### config.mk
export PLATFORM = sky130hd
export DESIGN_NAME = i2c_byte_master
export DESIGN_NICKNAME = d
export VERILOG_FILES = /design/src/rtl/i2c_byte_master.sv
export SDC_FILE = /design/constraint.sdc
export NUM_CORES = 1
export LEC_CHECK = 0
export CORE_MARGIN = 5
export CORE_UTILIZATION = 45
export CTS_CLUSTER_DIAMETER = 80
export DETAILED_ROUTE_END_ITERATION = 7
export PLACE_DENSITY = 0.81
export SYNTH_ARGS = -nofsm -noshare
export SYNTH_HDL_FRONTEND = slang
export SYNTH_SLANG_ARGS = --single-unit
### constraint.sdc
create_clock -name clk -period 2.9 [get_ports clk]
set_input_delay 0.58 -clock clk [delete_from_list [all_inputs] [get_ports clk]]
set_output_delay 0.58 -clock clk [all_outputs]
set_load 0.02 [all_outputs]
### src/rtl/i2c_byte_master.sv
// Byte-level open-drain serial master: optional START, 8 data bits MSB first, ack bit, optional STOP.
// Drives only pull-low enables; supports clock stretching and arbitration-loss detection.
module i2c_byte_master #(
  parameter int CLK_DIV = 4
) (
  input  logic       clk,
  input  logic       arst_n,
  input  logic       cmd_valid,
  output logic       cmd_ready,
  input  logic       cmd_start,
  input  logic       cmd_stop,
  input  logic       cmd_read,
  input  logic       cmd_ack,
  input  logic [7:0] tx_data,
  output logic       rsp_valid,
  output logic [7:0] rx_data,
  output logic       rsp_nack,
  output logic       rsp_arb,
  output logic       busy,
  output logic       scl_oe,
  output logic       sda_oe,
  input  logic       scl_in,
  input  logic       sda_in
);
  localparam int QW = $clog2(CLK_DIV);
  localparam logic [QW-1:0] QMAX = QW'(CLK_DIV - 1);

  typedef enum logic [2:0] {IDLE, START, BIT, STOP, DONE} state_t;

  state_t        state, state_nxt;
  logic [QW-1:0] qcnt;
  logic [1:0]    quarter;
  logic [3:0]    bitcnt;
  logic          stop_l, read_l, ack_l;
  logic          scl_hold, nack_l, arb_l;
  logic [7:0]    shreg;
  logic          accept, active, freeze, qend, phase_end, bit_val, arb_hit;

  assign accept    = cmd_valid && cmd_ready;
  assign active    = (state == START) || (state == BIT) || (state == STOP);
  assign freeze    = active && !scl_oe && !scl_in;
  assign qend      = !freeze && (qcnt == QMAX);
  assign phase_end = qend && (quarter == 2'd3);
  // Arbitration is judged only where we let SDA float on a write data bit or a bus condition
  assign arb_hit   = phase_end && !sda_oe && !sda_in &&
                     ((state == BIT && !read_l && bitcnt != 4'd8) ||
                      state == START || state == STOP);

  always_comb begin
    cmd_ready = (state == IDLE);
    busy      = (state != IDLE) || rsp_valid;
    if (bitcnt == 4'd8) bit_val = read_l ? ack_l : 1'b1;
    else                bit_val = read_l ? 1'b1 : shreg[7];
    scl_oe = scl_hold;
    sda_oe = 1'b0;
    case (state)
      START: begin
        scl_oe = (quarter == 2'd0) ? scl_hold : (quarter == 2'd3);
        sda_oe = quarter[1];
      end
      BIT: begin
        scl_oe = ~quarter[1];
        sda_oe = ~bit_val;
      end
      STOP: begin
        scl_oe = (quarter == 2'd0);
        sda_oe = ~quarter[1];
      end
      default: ;
    endcase
  end

  always_comb begin
    state_nxt = state;
    case (state)
      IDLE:  if (cmd_valid) state_nxt = cmd_start ? START : BIT;
      START: if (arb_hit) state_nxt = DONE;
             else if (phase_end) state_nxt = BIT;
      BIT:   if (arb_hit) state_nxt = DONE;
             else if (phase_end && bitcnt == 4'd8) state_nxt = stop_l ? STOP : DONE;
      STOP:  if (phase_end) state_nxt = DONE;
      DONE:  state_nxt = IDLE;
      default: state_nxt = IDLE;
    endcase
  end

  always_ff @(posedge clk or negedge arst_n) begin
    if (!arst_n) state <= IDLE;
    else         state <= state_nxt;
  end

  always_ff @(posedge clk or negedge arst_n) begin
    if (!arst_n) begin
      qcnt      <= '0;
      quarter   <= 2'd0;
      bitcnt    <= 4'd0;
      stop_l    <= 1'b0;
      read_l    <= 1'b0;
      ack_l     <= 1'b0;
      scl_hold  <= 1'b0;
      nack_l    <= 1'b0;
      arb_l     <= 1'b0;
      rsp_valid <= 1'b0;
      rsp_nack  <= 1'b0;
      rsp_arb   <= 1'b0;
      rx_data   <= 8'h00;
    end else begin
      rsp_valid <= (state == DONE);
      if (accept) begin
        qcnt    <= '0;
        quarter <= 2'd0;
        bitcnt  <= 4'd0;
        stop_l  <= cmd_stop;
        read_l  <= cmd_read;
        ack_l   <= cmd_ack;
        nack_l  <= 1'b0;
        arb_l   <= 1'b0;
      end else if (active) begin
        if (!freeze) qcnt <= (qcnt == QMAX) ? '0 : qcnt + 1'b1;
        if (qend) quarter <= quarter + 2'd1;
        if (phase_end && state == BIT) begin
          bitcnt <= bitcnt + 4'd1;
          // SCL stays held low after a byte that ends without STOP
          if (bitcnt == 4'd8) begin
            nack_l   <= !read_l && sda_in;
            scl_hold <= !stop_l;
          end
        end
        if (arb_hit) begin
          arb_l    <= 1'b1;
          scl_hold <= 1'b0;
        end
      end
      if (state == DONE) begin
        rsp_nack <= nack_l;
        rsp_arb  <= arb_l;
        if (read_l && bitcnt == 4'd9) rx_data <= shreg;
      end
    end
  end

  // Shared shifter: transmit byte shifts out MSB first while received bits shift in
  always_ff @(posedge clk) begin
    if (accept) shreg <= tx_data;
    else if (state == BIT && phase_end && bitcnt != 4'd8) shreg <= {shreg[6:0], sda_in};
  end
endmodule

==> impl_results.html <==
<table>
<tr><th>Metric</th><th>Value</th></tr>
<tr><th colspan="2">Run status</th></tr>
<tr><td>Run status</td><td>finished clean</td></tr>
<tr><th colspan="2">Floorplan</th></tr>
<tr><td>Die W</td><td>74.8 um</td></tr>
<tr><td>Initial Util</td><td>0.468</td></tr>
<tr><td>Die Y-Extent</td><td>74.8 um</td></tr>
<tr><td>Number of standard-cell rows in the floorplan</td><td>23</td></tr>
<tr><td>Die area</td><td>5590 sq um</td></tr>
<tr><td>Count of boundary I/O pins</td><td>32</td></tr>
<tr><td>Area of the core</td><td>4030 sq um</td></tr>
<tr><th colspan="2">Power and ir drop</th></tr>
<tr><td>PD cells</td><td>around 870 nW/um^2</td></tr>
<tr><td>Combinational fraction of design power</td><td>0.436</td></tr>
<tr><td>Net switching power</td><td>797 uW</td></tr>
<tr><td>Switching fraction of total power</td><td>0.380</td></tr>
<tr><td>Sequential share of power</td><td>0.355</td></tr>
<tr><td>Share of total power in the clock network</td><td>0.208</td></tr>
<tr><td>Worst VDD drop</td><td>between 0.3 and 0.4 mV</td></tr>
<tr><td>Cell-internal power</td><td>~1300 uW</td></tr>
<tr><td>Static leakage</td><td>0.00107 uW</td></tr>
<tr><th colspan="2">Critical path</th></tr>
<tr><td>Cell depth of the worst flop-to-flop path</td><td>8</td></tr>
<tr><td>CP peak stage delay</td><td>0.41 ns</td></tr>
<tr><td>Cell family with most CP delay</td><td>buffers and inverters</td></tr>
<tr><td>Slowest stage cell, crit path</td><td>dfrtp_1</td></tr>
<tr><td>Crit path DAT</td><td>2.15 ns</td></tr>
<tr><td>Kind of start point of the critical path</td><td>register</td></tr>
<tr><td>CP Buf/Inv Count</td><td>2</td></tr>
<tr><td>Required time at the endpoint of the critical path</td><td>between 2 and 2.5 ns</td></tr>
<tr><td>Category of the critical setup timing path</td><td>register to output port</td></tr>
<tr><td>CP max FO</td><td>5</td></tr>
<tr><td>Reg-to-Reg End</td><td>shreg[1]</td></tr>
<tr><td>Critical path endpoint category</td><td>output port</td></tr>
<tr><td>R2R Setup Slk</td><td>0.75 ns</td></tr>
<tr><td>Reg2Reg Launch Point</td><td>quarter[1]</td></tr>
<tr><td>Cell-by-cell listing of the critical path</td><td>inv_1, ha_1, and3b_1, mux2_4, a31oi_1, nor2_1, dlygate4sd2_1</td></tr>
<tr><th colspan="2">STA</th></tr>
<tr><td>RSZ-0062 raised after global routing</td><td>false</td></tr>
<tr><td>Number of failing setup endpoints in the final timing report</td><td>0</td></tr>
<tr><td>Sum Neg Setup Slack</td><td>0 ns</td></tr>
<tr><td>Rel. slew slack</td><td>0.590</td></tr>
<tr><td>Final hold slack</td><td>0.497 ns</td></tr>
<tr><td>Hold Violations, Final</td><td>0</td></tr>
<tr><td>Final setup margin</td><td>0.175 ns</td></tr>
<tr><td>Final Critical Period</td><td>2.73 ns</td></tr>
<tr><td>Worst-Margin Slew</td><td>0.611 ns</td></tr>
<tr><td>Pins Over Slew Limit</td><td>0</td></tr>
<tr><td>Share of the clock period used by the worst path</td><td>0.940</td></tr>
<tr><td>Fin Clk Skew</td><td>between 0.006 and 0.007 ns</td></tr>
<tr><td>Upper clock frequency limit</td><td>367 MHz</td></tr>
<tr><th colspan="2">CTS</th></tr>
<tr><td>Maximum clock insertion buffer count</td><td>2</td></tr>
<tr><td>TritonCTS buffer count</td><td>5</td></tr>
<tr><td>Number of sinks driven by the clock tree</td><td>36</td></tr>
<tr><td>Maximum level of the CTS H-tree</td><td>2</td></tr>
<tr><td>Total of hold buffers inserted after clock tree synthesis</td><td>0</td></tr>
<tr><td>Clock Root Buffer</td><td>clkbuf_8</td></tr>
<tr><td>TritonCTS clock tree</td><td>built</td></tr>
<tr><td>Skew-Pair Late Insertion Delay</td><td>0.29 ns</td></tr>
<tr><td>Clock transition at path regs</td><td>around 0.070 ns</td></tr>
<tr><th colspan="2">Global routing</th></tr>
<tr><td>Antenna violations before repair</td><td>0</td></tr>
<tr><td>Via count of the first global-routing pass</td><td>1381</td></tr>
<tr><td>Pin count of the biggest net entering global routing</td><td>29</td></tr>
<tr><td>Global-route wire length before repair</td><td>6.73 mm</td></tr>
<tr><td>Total routing resource utilization after global routing</td><td>0.160</td></tr>
<tr><td>Total congestion overflow after global routing</td><td>0</td></tr>
<tr><th colspan="2">Routing</th></tr>
<tr><td>1st-iter DRT viols</td><td>91</td></tr>
<tr><td>Total number of vias</td><td>~1400</td></tr>
<tr><td>Routed wl met3</td><td>266 um</td></tr>
<tr><td>Routed length on met2</td><td>2.03 mm</td></tr>
<tr><td>Total detailed-routing wirelength</td><td>roughly 4 mm</td></tr>
<tr><td>DR DRC count</td><td>0</td></tr>
<tr><td>Met1 WL</td><td>between 1.5 and 2 mm</td></tr>
<tr><td>Max Used Layer</td><td>met4</td></tr>
<tr><td>Routed via count divided by cell count</td><td>5.39</td></tr>
<tr><td>Mean routed wirelength per cell</td><td>about 15 um</td></tr>
<tr><td>1st-pass router iterations</td><td>4</td></tr>
<tr><td>Number of nets with antenna violations after routing</td><td>0</td></tr>
<tr><th colspan="2">Place</th></tr>
<tr><td>HPWL after detailed placement</td><td>2.87 mm</td></tr>
<tr><td>Port Buffers</td><td>31</td></tr>
<tr><td>Placer Congestion</td><td>0.771</td></tr>
<tr><td>Setup WS pre-CTS</td><td>0.272 ns</td></tr>
<tr><th colspan="2">Synth</th></tr>
<tr><td>Warnings, synthesis</td><td>0</td></tr>
<tr><td>Count of mapped cells out of synthesis</td><td>175</td></tr>
<tr><td>Seq cells post-synth</td><td>36</td></tr>
<tr><td>Number of distinct library cell variants in the gate-level netlist after synthesis</td><td>46</td></tr>
<tr><td>Post-synthesis net count</td><td>about 200</td></tr>
<tr><td>Share of synthesized registers carrying an async set or reset</td><td>0.778</td></tr>
<tr><td>Summed instance area of the synthesized netlist</td><td>roughly 1900 sq um</td></tr>
<tr><td>Register area share after synthesis</td><td>0.499</td></tr>
<tr><td>Syn Area/Cell</td><td>10.8 sq um</td></tr>
<tr><td>Most common flop cell mapped by yosys</td><td>dfrtp_1</td></tr>
<tr><td>Number of flops mapped to enable cells by yosys</td><td>8</td></tr>
<tr><th colspan="2">Min path</th></tr>
<tr><td>Hold Path Depth</td><td>1</td></tr>
<tr><td>Hold Path Class</td><td>register to register</td></tr>
<tr><td>Hold path start</td><td>arb_l</td></tr>
<tr><td>Terminating pin of the worst hold path</td><td>arb_l</td></tr>
<tr><th colspan="2">Cells and area</th></tr>
<tr><td>Final net count</td><td>238</td></tr>
<tr><td>Antenna Diode Count</td><td>0</td></tr>
<tr><td>Synthesis-to-finish area growth</td><td>27.3%</td></tr>
<tr><td>Layout cells sized above 1</td><td>0.171</td></tr>
<tr><th colspan="2">Job</th></tr>
<tr><td>Max_cap viols</td><td>0</td></tr>
</table>
-- worst reg2reg max path: cells and delay by family, from the launching register on --
family	cells	cell delay [ns]
adder cells (fa/ha/maj)	1	0.21
buffers and inverters	3	0.45
flip-flops	1	0.43
multiplexers	1	0.16
AO/OA/AOI/OAI	3	0.60
-- metal layers --
metal / up-vias / global-route usage
met2: 46 / 0.255
met5: - / 0
met4: 0 / 0.0474
met1: 688 / 0.213
met3: 5 / 0.0481
li1: 694 / -
-- area by class of cell --
class	count	area, sq um
fillers	349	1630
repair buffers	39	369
inverters	9	33.8
multi-input cells	124	888
flip-flops and latches	36	941
clock inverters	2	35.0
clock buffers	6	72.6
well taps	50	62.6
-- registers in the layout, summed over array words and instances, names as in the netlist --
register	count
qcnt	2
state	3
rsp_arb	1
rx_data	8
nack_l	1
ack_l	1
arb_l	1
rsp_nack	1
stop_l	1
shreg	8
read_l	1
rsp_valid	1
quarter	2
scl_hold	1
bitcnt	4
-- power by group through the flow --
stage | Combinational [uW] | Sequential [uW] | Clock [uW]
6_report | 914 | 744 | 436
5_1_grt | 1010 | 763 | 471
4_1_cts | 869 | 741 | 442
3_5_place_dp | 872 | 752 | 0
3_3_place_gp | 850 | 749 | 0
2_1_floorplan | 647 | 701 | 0
-- logic make-up after synthesis --
family	synth area share
AO/OA/AOI/OAI	0.135
adder cells (fa/ha/maj)	0.0398
XOR/XNOR	0.00929
flip-flops	0.499
multiplexers	0.0942
AND/OR/NAND/NOR	0.192
buffers and inverters	0.0318
-- stage by stage --
stage,instances,total power (uW),util,area [sq um]
after global placement,255,1600,0.564,2270
after CTS,263,2050,0.590,2380
after floorplan,175,1350,-,1890
after global routing,266,2250,0.596,2400
final,266,2090,0.596,2400
after detailed placement,255,1620,0.564,2270
-- Yosys cell counts, types with 2 or more instances --
| cell | n | area [sq um] |
|---|---|---|
| nor2b_1 | 2 | 12.5 |
| nor2_1 | 12 | 45.0 |
| a21oi_1 | 2 | 10.0 |
| and2_1 | 2 | 12.5 |
| inv_1 | 9 | 33.8 |
| o21a_1 | 3 | 22.5 |
| ha_1 | 6 | 75.1 |
| nand3_1 | 2 | 10.0 |
| clkbuf_1 | 3 | 11.3 |
| o31ai_1 | 2 | 15.0 |
| xnor2_1 | 2 | 17.5 |
| nor3b_2 | 2 | 25.0 |
| buf_2 | 3 | 15.0 |
| dfrtp_1 | 28 | 701 |
| nor3_1 | 2 | 10.0 |
| mux2i_1 | 5 | 50.1 |
| mux2_2 | 10 | 113 |
| or3_1 | 2 | 12.5 |
| o211ai_1 | 3 | 22.5 |
| o21ai_0 | 6 | 30.0 |
| edfxtp_1 | 8 | 240 |
| nand2_1 | 37 | 139 |
-- placed cells by master (no fill, tap or decap), types with 2 or more instances in the layout --
cell type / netlist / routed
buf_4: 0 / 8
nor3_1: 2 / 2
nor2b_1: 2 / 2
o211ai_1: 3 / 3
o31ai_1: 2 / 2
ha_1: 6 / 5
mux2i_1: 5 / 5
inv_1: 9 / 9
nand3_1: 2 / 2
edfxtp_1: 8 / 8
nand2_1: 37 / 37
nor3b_2: 2 / 2
o21a_1: 3 / 3
o21ai_0: 6 / 6
and2_1: 2 / 2
a21oi_1: 2 / 2
clkbuf_8: 0 / 5
nor2_1: 12 / 12
xnor2_1: 2 / 2
or3_1: 2 / 2
mux2_2: 10 / 10
dfrtp_1: 28 / 28
clkdlybuf4s50_1: 0 / 30
-- how the worst max path moves through the flow --
| stage | endpoint | start | depth (start not counted) |
|---|---|---|---|
| global placement | sda_oe | bitcnt[0] | 7 |
| finish | sda_oe | bitcnt[0] | 7 |
| global route | scl_oe | quarter[1] | 6 |
| CTS | scl_oe | quarter[1] | 5 |
| floorplan | shreg[0] | quarter[1] | 5 |
| detailed placement | sda_oe | bitcnt[0] | 7 |
-- repair_timing --
item | 4_1_cts | 5_1_grt
gates resized for setup | 1 | 1
endpoints found under the setup margin | 1 | 1
cloned | 0 | 0
setup buffers | 0 | 3
pin swaps | 0 | 1
(Power assumes the default switching activity.)
